===== src/rtl/dram_arbiter.sv =====
// rtl/dram_arbiter.sv - three-way DRAM port arbiter (video, CPU, DMA) over a 4-phase cycle.
// Define DRAM_ARB_STARVE_GUARD_EN to enable the DMA starvation counter and promotion.
module dram_arbiter #(
    parameter int STARVE_LIM = 4
) (
    input  logic        clk,
    input  logic        rst_n,
    input  logic        c0,
    input  logic        c1,
    input  logic        c2,
    input  logic        c3,
    input  logic        vid_req,
    input  logic [20:0] vid_addr,
    output logic        vid_next,
    output logic        vid_strobe,
    input  logic        cpu_req,
    input  logic        cpu_rnw,
    input  logic [20:0] cpu_addr,
    input  logic        cpu_wrbsel,
    input  logic [7:0]  cpu_wrdata,
    output logic        cpu_next,
    output logic        cpu_strobe,
    output logic        cpu_latch,
    output logic [15:0] cpu_rddata,
    input  logic        dma_req,
    input  logic        dma_rnw,
    input  logic [20:0] dma_addr,
    input  logic [15:0] dma_wrdata,
    output logic        dma_next,
    output logic        dma_strobe,
    output logic        dram_req,
    output logic        dram_rnw,
    output logic [20:0] dram_addr,
    output logic [1:0]  dram_bsel,
    output logic [15:0] dram_wrdata,
    input  logic [15:0] dram_rddata
);

    typedef enum logic [1:0] {OWN_IDLE, OWN_VID, OWN_CPU, OWN_DMA} own_t;

    own_t own, own_nxt, win;
    logic dma_urgent;

`ifdef DRAM_ARB_STARVE_GUARD_EN
    localparam int CW = $clog2(STARVE_LIM + 1);
    logic [CW-1:0] starve_cnt;

    assign dma_urgent = (starve_cnt == CW'(STARVE_LIM));

    // Counter saturates at the limit so DMA stays urgent while video keeps winning.
    always_ff @(posedge clk or negedge rst_n) begin
        if (!rst_n) begin
            starve_cnt <= '0;
        end else if (c3) begin
            if (dma_req && (win != OWN_DMA)) begin
                if (!dma_urgent) starve_cnt <= starve_cnt + 1'b1;
            end else begin
                starve_cnt <= '0;
            end
        end
    end
`else
    logic unused_lim;
    assign unused_lim = ^32'(STARVE_LIM);
    assign dma_urgent = 1'b0;
`endif

    always_comb begin
        win = OWN_IDLE;
        if (vid_req)                     win = OWN_VID;
        else if (dma_urgent && dma_req)  win = OWN_DMA;
        else if (cpu_req)                win = OWN_CPU;
        else if (dma_req)                win = OWN_DMA;
    end

    always_comb begin
        own_nxt = own;
        if (c3) own_nxt = win;
    end

    assign vid_next = vid_req;
    assign cpu_next = !vid_req && !(dma_urgent && dma_req);
    assign dma_next = (win == OWN_DMA);

    always_ff @(posedge clk or negedge rst_n) begin
        if (!rst_n) own <= OWN_IDLE;
        else        own <= own_nxt;
    end

    // DRAM command is latched once at c3 and held for the whole owned cycle.
    always_ff @(posedge clk or negedge rst_n) begin
        if (!rst_n) begin
            dram_req    <= 1'b0;
            dram_rnw    <= 1'b1;
            dram_addr   <= '0;
            dram_bsel   <= 2'b00;
            dram_wrdata <= '0;
        end else if (c3) begin
            dram_req  <= (win != OWN_IDLE);
            dram_rnw  <= 1'b1;
            dram_bsel <= 2'b11;
            case (win)
                OWN_VID: dram_addr <= vid_addr;
                OWN_CPU: begin
                    dram_addr <= cpu_addr;
                    dram_rnw  <= cpu_rnw;
                    if (!cpu_rnw) begin
                        dram_bsel   <= cpu_wrbsel ? 2'b10 : 2'b01;
                        dram_wrdata <= {cpu_wrdata, cpu_wrdata};
                    end
                end
                OWN_DMA: begin
                    dram_addr   <= dma_addr;
                    dram_rnw    <= dma_rnw;
                    dram_wrdata <= dma_wrdata;
                end
                default: ;
            endcase
        end
    end

    assign vid_strobe = c2 && (own == OWN_VID);
    assign cpu_strobe = c2 && (own == OWN_CPU) && dram_rnw;
    assign dma_strobe = c2 && (own == OWN_DMA);

    // Latch stays high across back-to-back CPU reads since each strobe re-arms it.
    always_ff @(posedge clk or negedge rst_n) begin
        if (!rst_n) begin
            cpu_latch  <= 1'b0;
            cpu_rddata <= '0;
        end else if (cpu_strobe) begin
            cpu_latch  <= 1'b1;
            cpu_rddata <= dram_rddata;
        end else if (c2) begin
            cpu_latch  <= 1'b0;
        end
    end

    logic unused_phase;
    assign unused_phase = c0 ^ c1;

endmodule


===== config.mk =====
export PLATFORM = sky130hd
export DESIGN_NAME = dram_arbiter
export DESIGN_NICKNAME = d
export VERILOG_FILES = /design/src/rtl/dram_arbiter.sv
export SDC_FILE = /design/constraint.sdc
export NUM_CORES = 1
export LEC_CHECK = 0
export ABC_AREA = 0
export CAP_MARGIN = 20
export CORE_MARGIN = 2
export CORE_UTILIZATION = 30
export DETAILED_ROUTE_END_ITERATION = 7
export HOLD_SLACK_MARGIN = 0.15
export PLACE_DENSITY_LB_ADDON = 0.2
export SKIP_CTS_REPAIR_TIMING = 1
export SLEW_MARGIN = 0
export SYNTH_ARGS = -nofsm -noshare
export SYNTH_HDL_FRONTEND = slang
export SYNTH_SLANG_ARGS = --single-unit
export TNS_END_PERCENT = 20

===== constraint.sdc =====
create_clock -name clk -period 1.7 [get_ports clk]
set_input_delay 0.425 -clock clk [delete_from_list [all_inputs] [get_ports clk]]
set_output_delay 0.425 -clock clk [all_outputs]
set_load 0.02 [all_outputs]

# == Word level (Yosys, flattened, before mapping) ==
# Cells that the tools add are included.
# classes
eq_ne,7
reduce_logical,11
mux,12
# op_table
cell,n
$pmux 21 s3,1
$pmux 16 s2,1
$mux 16,1
$mux 2,6
$eq 2x2->1 const B,4
$reduce_bool 2->1,3
$eq 2x1->1 const B,2
$logic_and 1x1->1,4
$reduce_and 3->1,1
$reduce_bool 3->1,1
$mux 1,2
$ne 2x2->1 const B,1
$pmux 1 s2,1
$reduce_and 2->1,1
$logic_not 1->1,1
# totals
elab_cells,38
output_inout_bits,64
ff_bits,60
inputBits,115

# == Longest topological paths before layout ==
# logic_depth
ltp_word,6
mapped_depth,6
depth_no_buf,3

# == Worst setup path after synthesis ==
# Ideal clock, no wire load.
# synth_path
kind,in2reg
startpoint,in dma_req
endpoint,reg dram_wrdata[0]
t_required_ns,1.575
arrival_ns,1.725
path_slack_ns,-0.150
cell_stages,6
setup_time_ns,0.125
path_cell_list,buf_2 > nor3b_1 > buf_2 > buf_6 > mux2_2 > mux2_2
# synth_between
elab_chain_len,6
# synth_rtl
element,line,rtl
"start, declared",25,"input logic dma_req,"
$mux 2 *,73,else if (dma_req) win = OWN_DMA;
$mux 2 *,72,else if (cpu_req) win = OWN_CPU;
$mux 2 *,70,if (vid_req) win = OWN_VID;
$eq 2x2->1 *,-,
via dma_next,29,"output logic dma_next,"
$reduce_bool 2->1 (no line),-,
$reduce_and 3->1 (no line),-,
"end signal, assigned",109,"dram_wrdata <= {cpu_wrdata, cpu_wrdata};"
"end signal, assigned",115,dram_wrdata <= dma_wrdata;
"end, declared",35,"output logic [15:0] dram_wrdata,"
# Mark *: on every way through the listed nets, which the timed path passes. The rest lies on a longest branch.
# A chain may end at the register's enable or synchronous reset.

# == Final worst setup path ==
# layout_path
startpoint,in cpu_rnw
endpoint,reg dram_wrdata[10]
# layout_between
elab_chain_len,2
# layout_rtl
element,line,rtl
"start, declared",17,"input logic cpu_rnw,"
$ne 2x2->1 (no line),-,
$reduce_and 3->1 (no line),-,
# Every way passes these cells.

==> summary.md <==
| Metric | Value |
|---|---|
| Status | `finished clean` |
| Sw frac | `a little under 30%` |
| DR pass1 iterations | `4` |
| Nets | `595` |
| Multi-input gate area | `roughly 1500 µm²` |
| Final period util | `99.7%` |
| Core box area | `between 10000 and 15000 µm²` |
| Avg Cell Area, Syn | `about 11 µm²` |
| Initial antenna violation count | `3` |
| Pre-CTS WS | `-0.608 ns` |
| Sequential group share of total power | `a little over a third` |
| Fmax | `590 MHz` |
| CP max FO | `9` |
| Synth Flop Type | `dfrtp_1` |
| P&R area growth vs syn | `81.8%` |
| Max Cap Violations | `0` |
| Top cells by count, synth | `dfrtp_1 (59), mux2_2 (48), nand2_1 (25), a21oi_1 (23), o31ai_1 (21)` |
| Skew final | `around 0.0074 ns` |
| Slew @ Worst Pin | `roughly 0.33 ns` |
| Main area contributors after synthesis | `dfrtp_1 (47%), mux2_2 (17%), or3b_2 (5.6%)` |
| Vias post-DR | `approximately 2900` |
| Clk pwr share | `just under 30%` |
| DP Area | `5230 µm²` |
| Final HPWL DP | `6910 µm` |
| Req. time, crit path | `about 1.9 ns` |
| Worst slew margin | `about four fifths` |
| Yosys warnings | `0` |
| Final Hold Violating Endpoints | `0` |
| GR Util met2 | `between 20% and 30%` |
| Synthesized cell area | `approximately 3100 µm²` |
| Num CTS Buffers | `9` |
| Root buf cell | `clkbuf_8` |
| Leakage power | `between 0.002 and 0.003 µW` |
| Critical Path Max Stage Delay | `roughly 0.47 ns` |
| Critical path class | `primary input to register` |
| HP Class | `primary input to register` |
| Top-count cell post-synth | `dfrtp_1` |
| Synth Register Bits | `60` |
| Post-Syn Nets | `slightly above 400` |
| CP Cell Sequence | `clkdlybuf4s50_1 > a2111oi_4 > buf_4 > buf_12 > mux2_2` |
| Final setup TNS | `0 ns` |
| Setup crit end kind | `register` |
| Starting DRT DRC Count | `between 80 and 90` |
| CTS tree | `yes` |
| Overflow after GRT | `0` |
| Synth unique cells | `30` |
| Worst path arrival time | `around 1.9 ns` |
| Vias in the first global route | `roughly 3000` |
| Row count | `37` |
| Global-route wire length before repair | `~15000 µm` |
| M1 GR Usage | `20.7%` |
| Worst skew pair latency | `0.33 ns` |
| Final Instance Area | `approximately 5700 µm²` |
| Grt met3 use | `under 10%` |
| Pwr Density | `approximately 940 nW/µm²` |
| Chip Height | `around 110 µm` |
| # DRC | `0` |
| # fillers | `917` |
| PnR worst setup slack | `slightly above 0.005 ns` |
| Synthesized instance count | `290` |
| Storage element area | `between 1500 and 2000 µm²` |
| Share of the synthesized area in the top cell type | `between 40% and 50%` |
| Post-synthesis sequential area ratio | `a little under half` |
| WL final | `between 9000 and 10000 µm` |
| Slew Viols, Final | `0` |
| GRT busiest layer | `met2` |
| Final min period | `approximately 1.7 ns` |
| GRT Resource Usage Total | `16.6%` |
| Max clock buf depth | `2` |
| Sw power | `approximately 1600 µW` |
| Wire per inst | `15.5 µm` |
| Antenna viol nets, final | `0` |
| CP max stage cell | `clkdlybuf4s50_1` |
| Internal power | `between 3000 and 4000 µW` |
| Utilization after layout | `between 50% and 60%` |
| Die area | `11300 µm²` |
| Hold Worst Slack | `around 0.38 ns` |
| Number of synthesized flops with an enable pin | `0` |
| Layout cells sized above 1 | `between 20% and 30%` |
| Final setup vio count | `0` |
| CP bufs+invs | `3` |
| Largest net degree at the start of global routing | `61` |
| Starting Density | `30.6%` |
| Post-synth ARST share | `100%` |
| Clock Pin Slew Worst Setup and Hold Paths | `roughly 0.070 ns` |
| Num ports | `around 180` |
| Peak supply drop | `between 400 and 500 µV` |
| Top Family by Delay on Critical Path | `buffers and inverters` |
| Num Clock Sinks | `60` |
| IO buf count | `approximately 180` |
| Routability congestion estimate | `between 0.7 and 0.8` |
| Comb pwr share | `35.3%` |
| Startpoint Class | `primary input` |
| Die W | `~110 µm` |
| Via density | `between 4 and 5` |
| Yosys top cell by area | `dfrtp_1` |
| H-tree levels | `3` |
==> path summary, 6_finish.rpt <==
| check | start | end | slack [ns] | cells after the start |
|---|---|---|---|---|
| max | cpu_rnw | dram_wrdata[10] | 0.005 | 5 |
| min | c2 | cpu_latch | 0.38 | 2 |
| max reg2reg | own[1] | cpu_rddata[10] | 0.43 | 3 |
| min reg2reg | dram_addr[5] | dram_addr[5] | 0.47 | 2 |
| max in group asynchronous | rst_n | dram_rnw | 0.77 | 3 |
| min in group asynchronous | rst_n | cpu_rddata[11] | 0.63 | 3 |
==> state kept, by name, summed over array words and instances (netlist names) <==
| signal | flops |
|---|---|
| dram_wrdata | 16 |
| own | 2 |
| dram_bsel | 2 |
| dram_addr | 21 |
| dram_rnw | 1 |
| cpu_rddata | 16 |
| dram_req | 1 |
| cpu_latch | 1 |
==> logic make-up after synthesis <==
kind of cell / synth area share (%)
muxes: 17.2
AOI/OAI and AO/OA: 15.2
buffers and inverters: 4.81
DFF: 47.7
and+or+nand+nor: 15.1
==> cells in the final DEF, fill, tap and decap left out, types with 4 or more instances in the layout <==
| cell type | netlist | routed |
|---|---|---|
| clkbuf_8 | 0 | 10 |
| o22ai_1 | 20 | 20 |
| a21oi_1 | 23 | 23 |
| nor2_1 | 4 | 4 |
| buf_12 | 0 | 5 |
| inv_1 | 5 | 5 |
| or3b_2 | 20 | 20 |
| o31ai_1 | 21 | 21 |
| nand2_1 | 25 | 25 |
| buf_4 | 2 | 20 |
| dfrtp_1 | 59 | 59 |
| nand2b_1 | 4 | 4 |
| or2_2 | 20 | 20 |
| clkdlybuf4s50_1 | 0 | 106 |
| mux2_2 | 48 | 39 |
| mux2_4 | 0 | 9 |
| dlymetal6s2s_1 | 0 | 68 |
==> worst register-to-register path: cells and delay by family (launching register included) <==
kind,cells,cell delay (ns)
flops,1,0.41
mux,1,0.36
buf+inv,1,0.25
simple gates,1,0.13
==> metal layers <==
layer,wire (µm),part of all wire [%]
met3,715,7.4
met5,0,0
met2,4570,47
met1,4250,44
met4,162,1.7
==> per-stage QoR <==
step           cells  total power [µW]
3_5_place_dp     601              3890
6_report         624              5390
2_1_floorplan    290              2810
4_1_cts          617              5520
5_1_grt          624              5660
3_3_place_gp     601              3860
==> power by group through the flow <==
stage / sequential (µW) / combinational (µW) / clock, µW
final: 1880 / 1900 / 1610
after CTS: 1890 / 1970 / 1660
after detailed placement: 1920 / 1970 / 0
after global routing: 1920 / 2020 / 1720
after global placement: 1910 / 1950 / 0
after floorplan: 2290 / 523 / 0
==> cell type report <==
| cell class | instances | share of cell area, % |
|---|---|---|
| timing repair buffer | 204 | 38.9 |
| multi-input combinational | 199 | 27.0 |
| clock buffer | 10 | 2.40 |
| antenna | 3 | 0.131 |
| sequential | 60 | 26.3 |
| clock inverter | 6 | 1.95 |
| inverter | 6 | 0.393 |
| tap | 136 | 2.97 |
Note: power is estimated with default switching activity, not from simulation.
